===== src/rtl/fiq_pkg.sv =====
// rtl/fiq_pkg.sv - shared constants and width helpers for the fetch/issue queue
package fiq_pkg;

    localparam logic [31:0] NOP_INSTR = 32'h0000_0000;
    localparam int          PC_STEP   = 4;

    // Width of a counter that must hold 0..n inclusive
    function automatic int cnt_w(input int n);
        return (n < 1) ? 1 : $clog2(n + 1);
    endfunction

    // Width of a pointer into a ring of depth entries
    function automatic int ptr_w(input int depth);
        return (depth > 1) ? $clog2(depth) : 1;
    endfunction

    // Width of an occupancy counter for a ring of depth entries
    function automatic int occ_w(input int depth);
        return $clog2(depth + 1);
    endfunction

endpackage


===== src/rtl/fetch_issue_queue_if.sv =====
// rtl/fetch_issue_queue_if.sv - fetch and issue handshake bundle of the IF/ID queue
interface fetch_issue_queue_if
    import fiq_pkg::*;
#(
    parameter int FETCH_W = 2,
    parameter int ISSUE_W = 2,
    parameter int DEPTH   = 8,
    parameter int DATA_W  = 32,
    parameter int ADDR_W  = 32
);
    logic                         fetch_valid;
    logic [cnt_w(FETCH_W)-1:0]    fetch_count;
    logic [FETCH_W*DATA_W-1:0]    fetch_instr;
    logic [ADDR_W-1:0]            fetch_pc;
    logic                         fetch_ready;
    logic [cnt_w(ISSUE_W)-1:0]    issue_max;
    logic [cnt_w(ISSUE_W)-1:0]    issue_count;
    logic [ISSUE_W*DATA_W-1:0]    issue_instr;
    logic [ISSUE_W*ADDR_W-1:0]    issue_pc;
    logic                         flush;
    logic [occ_w(DEPTH)-1:0]      occupancy;
    logic                         protocol_err;

    modport master (
        output fetch_valid, fetch_count, fetch_instr, fetch_pc, issue_max, flush,
        input  fetch_ready, issue_count, issue_instr, issue_pc, occupancy, protocol_err
    );

    modport slave (
        input  fetch_valid, fetch_count, fetch_instr, fetch_pc, issue_max, flush,
        output fetch_ready, issue_count, issue_instr, issue_pc, occupancy, protocol_err
    );

endinterface


===== src/rtl/fiq_ring_ram.sv =====
// rtl/fiq_ring_ram.sv - multi-write, multi-read ring storage for queue entries
module fiq_ring_ram #(
    parameter int DEPTH = 8,
    parameter int PW    = 3,
    parameter int EW    = 64,
    parameter int WR_N  = 2,
    parameter int RD_N  = 2
) (
    input  logic                      CLK,
    input  logic [WR_N-1:0]           we,
    input  logic [WR_N-1:0][PW-1:0]   waddr,
    input  logic [WR_N-1:0][EW-1:0]   wdata,
    input  logic [RD_N-1:0][PW-1:0]   raddr,
    output logic [RD_N-1:0][EW-1:0]   rdata
);
    logic [EW-1:0] mem [DEPTH];

    // Write every enabled slot; the queue guarantees the addresses are distinct
    always_ff @(posedge CLK) begin
        for (int i = 0; i < WR_N; i++) begin
            if (we[i]) begin
                mem[waddr[i]] <= wdata[i];
            end
        end
    end

    // Combinational read ports, one per issue slot
    always_comb begin
        for (int j = 0; j < RD_N; j++) begin
            rdata[j] = mem[raddr[j]];
        end
    end

endmodule


===== src/rtl/fetch_issue_queue.sv =====
// rtl/fetch_issue_queue.sv - circular multi-issue instruction queue between IF and ID
module fetch_issue_queue
    import fiq_pkg::*;
#(
    parameter int FETCH_W = 2,
    parameter int ISSUE_W = 2,
    parameter int DEPTH   = 8,
    parameter int DATA_W  = 32,
    parameter int ADDR_W  = 32
) (
    input  logic               CLK,
    input  logic               RESET,
    fetch_issue_queue_if.slave bus
);
    localparam int PW  = ptr_w(DEPTH);
    localparam int OW  = occ_w(DEPTH);
    localparam int FCW = cnt_w(FETCH_W);
    localparam int ICW = cnt_w(ISSUE_W);
    localparam int EW  = DATA_W + ADDR_W;

    logic [PW-1:0]                head;
    logic [PW-1:0]                tail;
    logic [OW-1:0]                occ;
    logic                         err;
    logic                         ready;
    logic                         count_ok;
    logic                         push;
    logic [FCW-1:0]               push_n;
    logic [ICW-1:0]               issue_cnt;
    logic [ICW-1:0]               max_c;
    logic [ICW-1:0]               pop_n;
    logic [FETCH_W-1:0]           we;
    logic [FETCH_W-1:0][PW-1:0]   waddr;
    logic [FETCH_W-1:0][EW-1:0]   wdata;
    logic [ISSUE_W-1:0][PW-1:0]   raddr;
    logic [ISSUE_W-1:0][EW-1:0]   rdata;

    // Flow control: readiness from registered occupancy only, pop clamped to what is visible
    always_comb begin
        ready     = (32'(DEPTH) - 32'(occ)) >= 32'(FETCH_W);
        count_ok  = (bus.fetch_count != '0) && (32'(bus.fetch_count) <= 32'(FETCH_W));
        push      = bus.fetch_valid && ready && count_ok && !bus.flush;
        push_n    = push ? bus.fetch_count : '0;
        issue_cnt = (32'(occ) >= 32'(ISSUE_W)) ? ICW'(ISSUE_W) : ICW'(occ);
        max_c     = (32'(bus.issue_max) > 32'(ISSUE_W)) ? ICW'(ISSUE_W) : bus.issue_max;
        pop_n     = bus.flush ? '0 : ((max_c < issue_cnt) ? max_c : issue_cnt);
    end

    // Scatter the fetch bundle into consecutive ring slots starting at tail
    always_comb begin
        for (int i = 0; i < FETCH_W; i++) begin
            we[i]    = push && (32'(i) < 32'(bus.fetch_count));
            waddr[i] = tail + PW'(i);
            wdata[i] = {bus.fetch_instr[i*DATA_W +: DATA_W],
                        bus.fetch_pc + ADDR_W'(PC_STEP * i)};
        end
    end

    // Issue slots read the oldest entries; slots past the valid count show a NOP at pc 0
    always_comb begin
        bus.issue_instr = '0;
        bus.issue_pc    = '0;
        for (int j = 0; j < ISSUE_W; j++) begin
            raddr[j] = head + PW'(j);
            bus.issue_instr[j*DATA_W +: DATA_W] = DATA_W'(NOP_INSTR);
            if (32'(j) < 32'(issue_cnt)) begin
                bus.issue_instr[j*DATA_W +: DATA_W] = rdata[j][EW-1 -: DATA_W];
                bus.issue_pc[j*ADDR_W +: ADDR_W]    = rdata[j][ADDR_W-1:0];
            end
        end
    end

    assign bus.fetch_ready  = ready;
    assign bus.issue_count  = issue_cnt;
    assign bus.occupancy    = occ;
    assign bus.protocol_err = err;

    // Pointer and occupancy update; flush empties the queue, the error flag is sticky
    always_ff @(posedge CLK or negedge RESET) begin
        if (!RESET) begin
            head <= '0;
            tail <= '0;
            occ  <= '0;
            err  <= 1'b0;
        end else begin
            if (bus.flush) begin
                head <= '0;
                tail <= '0;
                occ  <= '0;
            end else begin
                head <= head + PW'(pop_n);
                tail <= tail + PW'(push_n);
                occ  <= occ + OW'(push_n) - OW'(pop_n);
            end
            if (bus.fetch_valid && (!count_ok || !ready)) begin
                err <= 1'b1;
            end
        end
    end

    fiq_ring_ram #(
        .DEPTH (DEPTH),
        .PW    (PW),
        .EW    (EW),
        .WR_N  (FETCH_W),
        .RD_N  (ISSUE_W)
    ) u_ram (
        .CLK   (CLK),
        .we    (we),
        .waddr (waddr),
        .wdata (wdata),
        .raddr (raddr),
        .rdata (rdata)
    );

endmodule


===== src/flat_wrapper.sv =====
// flat-port wrapper written by rule: the top's interface ports become plain ports
module fetch_issue_queue_flat import fiq_pkg::*;
#(
    parameter int FETCH_W = 2,
    parameter int ISSUE_W = 2,
    parameter int DEPTH   = 8,
    parameter int DATA_W  = 32,
    parameter int ADDR_W  = 32
)
  (CLK, RESET, bus_fetch_valid, bus_fetch_count, bus_fetch_instr, bus_fetch_pc, bus_issue_max, bus_flush, bus_fetch_ready, bus_issue_count, bus_issue_instr, bus_issue_pc, bus_occupancy, bus_protocol_err);
  fetch_issue_queue_if #(.FETCH_W(FETCH_W), .ISSUE_W(ISSUE_W), .DEPTH(DEPTH), .DATA_W(DATA_W), .ADDR_W(ADDR_W)) bus_i ();
  input  logic CLK;
  input  logic RESET;
  input wire logic [$bits(bus_i.fetch_valid)-1:0] bus_fetch_valid;
  input wire logic [$bits(bus_i.fetch_count)-1:0] bus_fetch_count;
  input wire logic [$bits(bus_i.fetch_instr)-1:0] bus_fetch_instr;
  input wire logic [$bits(bus_i.fetch_pc)-1:0] bus_fetch_pc;
  input wire logic [$bits(bus_i.issue_max)-1:0] bus_issue_max;
  input wire logic [$bits(bus_i.flush)-1:0] bus_flush;
  output wire logic [$bits(bus_i.fetch_ready)-1:0] bus_fetch_ready;
  output wire logic [$bits(bus_i.issue_count)-1:0] bus_issue_count;
  output wire logic [$bits(bus_i.issue_instr)-1:0] bus_issue_instr;
  output wire logic [$bits(bus_i.issue_pc)-1:0] bus_issue_pc;
  output wire logic [$bits(bus_i.occupancy)-1:0] bus_occupancy;
  output wire logic [$bits(bus_i.protocol_err)-1:0] bus_protocol_err;
  assign bus_i.fetch_valid = bus_fetch_valid;
  assign bus_i.fetch_count = bus_fetch_count;
  assign bus_i.fetch_instr = bus_fetch_instr;
  assign bus_i.fetch_pc = bus_fetch_pc;
  assign bus_i.issue_max = bus_issue_max;
  assign bus_i.flush = bus_flush;
  assign bus_fetch_ready = bus_i.fetch_ready;
  assign bus_issue_count = bus_i.issue_count;
  assign bus_issue_instr = bus_i.issue_instr;
  assign bus_issue_pc = bus_i.issue_pc;
  assign bus_occupancy = bus_i.occupancy;
  assign bus_protocol_err = bus_i.protocol_err;
  fetch_issue_queue #(.FETCH_W(FETCH_W), .ISSUE_W(ISSUE_W), .DEPTH(DEPTH), .DATA_W(DATA_W), .ADDR_W(ADDR_W)) u_core (.CLK(CLK), .RESET(RESET), .bus(bus_i));
endmodule

===== config.mk =====
export PLATFORM = sky130hd
export DESIGN_NAME = fetch_issue_queue_flat
export DESIGN_NICKNAME = d
export VERILOG_FILES = /design/src/rtl/fiq_pkg.sv /design/src/rtl/fetch_issue_queue_if.sv /design/src/rtl/fiq_ring_ram.sv /design/src/rtl/fetch_issue_queue.sv /design/src/flat_wrapper.sv
export SDC_FILE = /design/constraint.sdc
export NUM_CORES = 1
export LEC_CHECK = 0
export ABC_CLOCK_PERIOD_IN_PS = 15300
export BUFFER_PORTS_ARGS = -buffer_cell sky130_fd_sc_hd__buf_4
export CORE_UTILIZATION = 40
export CTS_CLUSTER_SIZE = 12
export DETAILED_ROUTE_END_ITERATION = 10
export PLACE_DENSITY = 0.61
export SLEW_MARGIN = 20
export SYNTH_ARGS = -nofsm -noshare
export SYNTH_HDL_FRONTEND = slang
export SYNTH_HIERARCHICAL = 1
export SYNTH_SLANG_ARGS = --single-unit

===== constraint.sdc =====
create_clock -name CLK -period 15.3 [get_ports CLK]
set_input_delay 3.06 -clock CLK [delete_from_list [all_inputs] [get_ports CLK]]
set_output_delay 3.06 -clock CLK [all_outputs]
set_load 0.005 [all_outputs]

==> summary.md <==
| Metric | Value |
|---|---|
| Register area share after synthesis | `49.5%` |
| Crit start category | `flop` |
| Peak Freq | `129 MHz` |
| Tightest Pin Transition | `1.15 ns` |
| Power Dens Cells | `137 mW/mm^2` |
| Setup crit end kind | `output pin` |
| Clk_skew | `0.0299 ns` |
| H-tree lvl count | `2` |
| Post-synth EDFFs | `512` |
| Initial antenna violation count | `4` |
| Root buffer cell | `clkbuf_16` |
| TritonCTS clock tree | `done` |
| Synthesized Nets | `1990` |
| Final worst setup slack | `7.56 ns` |
| # resized after CTS | `0` |
| Port Buffers | `239` |
| Gr usage total | `22.6%` |
| Area Growth Syn to Fin | `14.5%` |
| Pre-Repair DR Iteration Count | `5` |
| Tot Pwr | `4.94 mW` |
| Final Util | `46.5%` |
| I/O pin count | `240` |
| Nets | `2185` |
| Reg-to-Reg End | `u_core/u_ram/mem[2][8]` |
| DR WL met3 | `5.38 mm` |
| Final slew viol count | `0` |
| Post-route ant nets | `0` |
| Unrepaired setup endpoints after global routing | `false` |
| Syn. warnings | `6` |
| CP required | `12.24 ns` |
| Final period utilization | `50.6%` |
| Drt via density | `5.91` |
| Hold path endpoint | `u_core/bus.protocol_err` |
| Setup Buffers After CTS | `0` |
| Setup TNS | `0 ns` |
| Ys flop type | `edfxtp_1` |
| Layout cells sized above 1 | `60.7%` |
| Asr flop ratio synth | `2.10%` |
| Arr. time, crit path | `4.68 ns` |
| Min-delay src | `u_core/bus.protocol_err` |
| Cell with the most instances after synthesis | `mux2_2` |
| CORE AREA | `0.0778 mm^2` |
| Die Wd | `283 um` |
| Synthesized flop and latch total | `523` |
| Netlist Area Pre-Place | `0.0316 mm^2` |
| Cell count after synthesis | `1866` |
| Final min period | `7.74 ns` |
| DRC violations left | `0` |
| Reg-to-Reg Start | `u_core/bus.occupancy[0]` |
| Share of the synthesized area in the top cell type | `48.6%` |
| Leakage | `11.9 nW` |
| Hold Buf Count CTS | `0` |
| DP Worst Slack | `8.01 ns` |
| Hold path cells | `1` |
| Largest area contributor in the netlist | `edfxtp_1` |
| MaxCap Viol Count | `0` |
| Synth top area cells | `edfxtp_1 (49%), mux2_2 (23%), mux4_2 (18%)` |
| Final WL | `91.1 mm` |
| First-pass GRT wire length | `135 mm` |
| Non-filler instance count after layout | `3149` |
| Library cells used by synthesis | `38` |
| Post-synth top cells | `mux2_2 (640), edfxtp_1 (512), mux4_2 (256), nor2b_1 (136), buf_2 (42)` |
| CTS Buf Count | `57` |
| Final setup vio count | `0` |
| Largest net degree at the start of global routing | `86` |
| HP Class | `reg2reg` |
| Die Footprint | `0.0801 mm^2` |
| Clock tree buffer depth | `3` |
| Clock sink count | `523` |
| Clock transition at path regs | `0.06 ns` |
| Hpwl dp | `52.8 mm` |
| Synthesized area per cell | `16.9 um^2` |
| R2R Setup Slk | `10.86 ns` |
| FF-to-FF path depth | `8` |
| Critical path class | `reg2out` |
| Vias after detailed routing | `18614` |
| GRT overflow | `0` |
| Metal2 WL | `45.9 mm` |
| Outcome | `completed` |
| Number of DRC markers in iteration 0 | `1438` |
| Max Used Layer | `met5` |
| Relative slew margins | `23.5%` |
| DRT met1 WL | `37.9 mm` |
| Chip height | `283 um` |
| Gpl congestion | `0.761` |
| Inst Count DP | `3042` |
| Max FO, Critical Path | `85` |
| Row count | `102` |
| Hold violation count in the final report | `0` |
| Vias in the first global route | `20277` |
| Wire length per cell | `28.9 um` |
| Maximum vdd drop | `0.0000963 V` |
| Worst-skew pair later-pin latency | `0.64 ns` |
| Starting Density | `40.6%` |
==> routing by layer <==
layer / up-vias / track usage, %
met1: 9843 / 29.3
met3: 134 / 3.90
met5: - / 0
met2: 651 / 39.3
li1: 7984 / -
met4: 2 / 5.59
==> how the worst max path moves through the flow <==
stage,from,cells after the start,to,slack (ns)
after floorplan,bus_fetch_count[0],7,u_core/u_ram/mem[5][0],6.04
after global placement,u_core/head[0],7,bus_issue_pc[32],8.06
after detailed placement,u_core/head[0],7,bus_issue_pc[32],8.01
after CTS,u_core/head[0],7,bus_issue_pc[32],7.34
after global routing,u_core/head[0],7,bus_issue_pc[32],7.15
final,u_core/head[0],7,bus_issue_pc[32],7.56
==> layout make-up <==
class,count,area (um^2)
clock buffers,71,1500
diodes,3,7.51
clock inverters,33,328
multi-input cells,1178,15200
repair buffers,278,2120
inverters,23,93.8
flip-flops and latches,523,15700
well taps,1040,1300
fillers,6847,41700
==> sequential cells by signal, summed over array words and instances, names as in the netlist <==
signal / count
u_core/head: 3
u_core/u_ram/mem: 512
u_core/tail: 3
u_core/bus.protocol_err: 1
u_core/bus.occupancy: 4
==> critical path, cell delays in order (launching register included) <==
cell     delay, ns
dfrtp_4       0.68
buf_4         0.40
inv_8         0.78
buf_4         0.87
mux4_2        0.60
mux2_2        0.27
nor2b_1       0.18
buf_4         0.20
==> layout by cell type (no fill, tap or decap), drive strengths merged, types with 4 or more instances in the layout <==
cell type,synthesis,routed
mux2,640,640
edfxtp,512,512
buf,108,278
mux4,256,256
nor2b,136,136
clkbuf,34,71
xnor2,27,27
clkinv,0,25
inv,23,24
ha,16,16
nand2,14,14
nand3,13,13
nor2,12,12
dfrtp,11,11
nand4,9,9
xor2,7,7
bufinv,0,6
and4,5,5
o21ai,5,5
a21oi,4,4
fa,4,4
and3,4,4
==> logic make-up (layout without fill, tap and decap cells) <==
kind of cell	count (synthesis)	in the layout	share of synthesized area [%]
adder cells (fa/ha/maj)	20	20	0.887
other	0	3	0
AND/OR/NAND/NOR	211	211	4.26
multiplexers	896	896	41.0
XOR/XNOR	34	34	0.942
buffers and inverters	165	405	2.97
flip-flops	523	523	49.5
AO/OA/AOI/OAI	17	17	0.376
==> metrics by stage <==
stage / instance area, um^2 / hold WS [ns]
CTS: 36200 / 0.507
floorplan: 31600 / 0.468
global route: 36200 / 0.550
finish: 36200 / 0.494
detailed placement: 34300 / 0.490
global placement: 34300 / 0.497
==> power breakdown <==
part	internal [mW]	total (mW)	switching [mW]	leakage (nW)
Combinational	0.984	1.90	0.918	6.22
Clock	0.793	1.37	0.581	0.895
Sequential	1.62	1.67	0.0469	4.75
(Power assumes the default switching activity.)
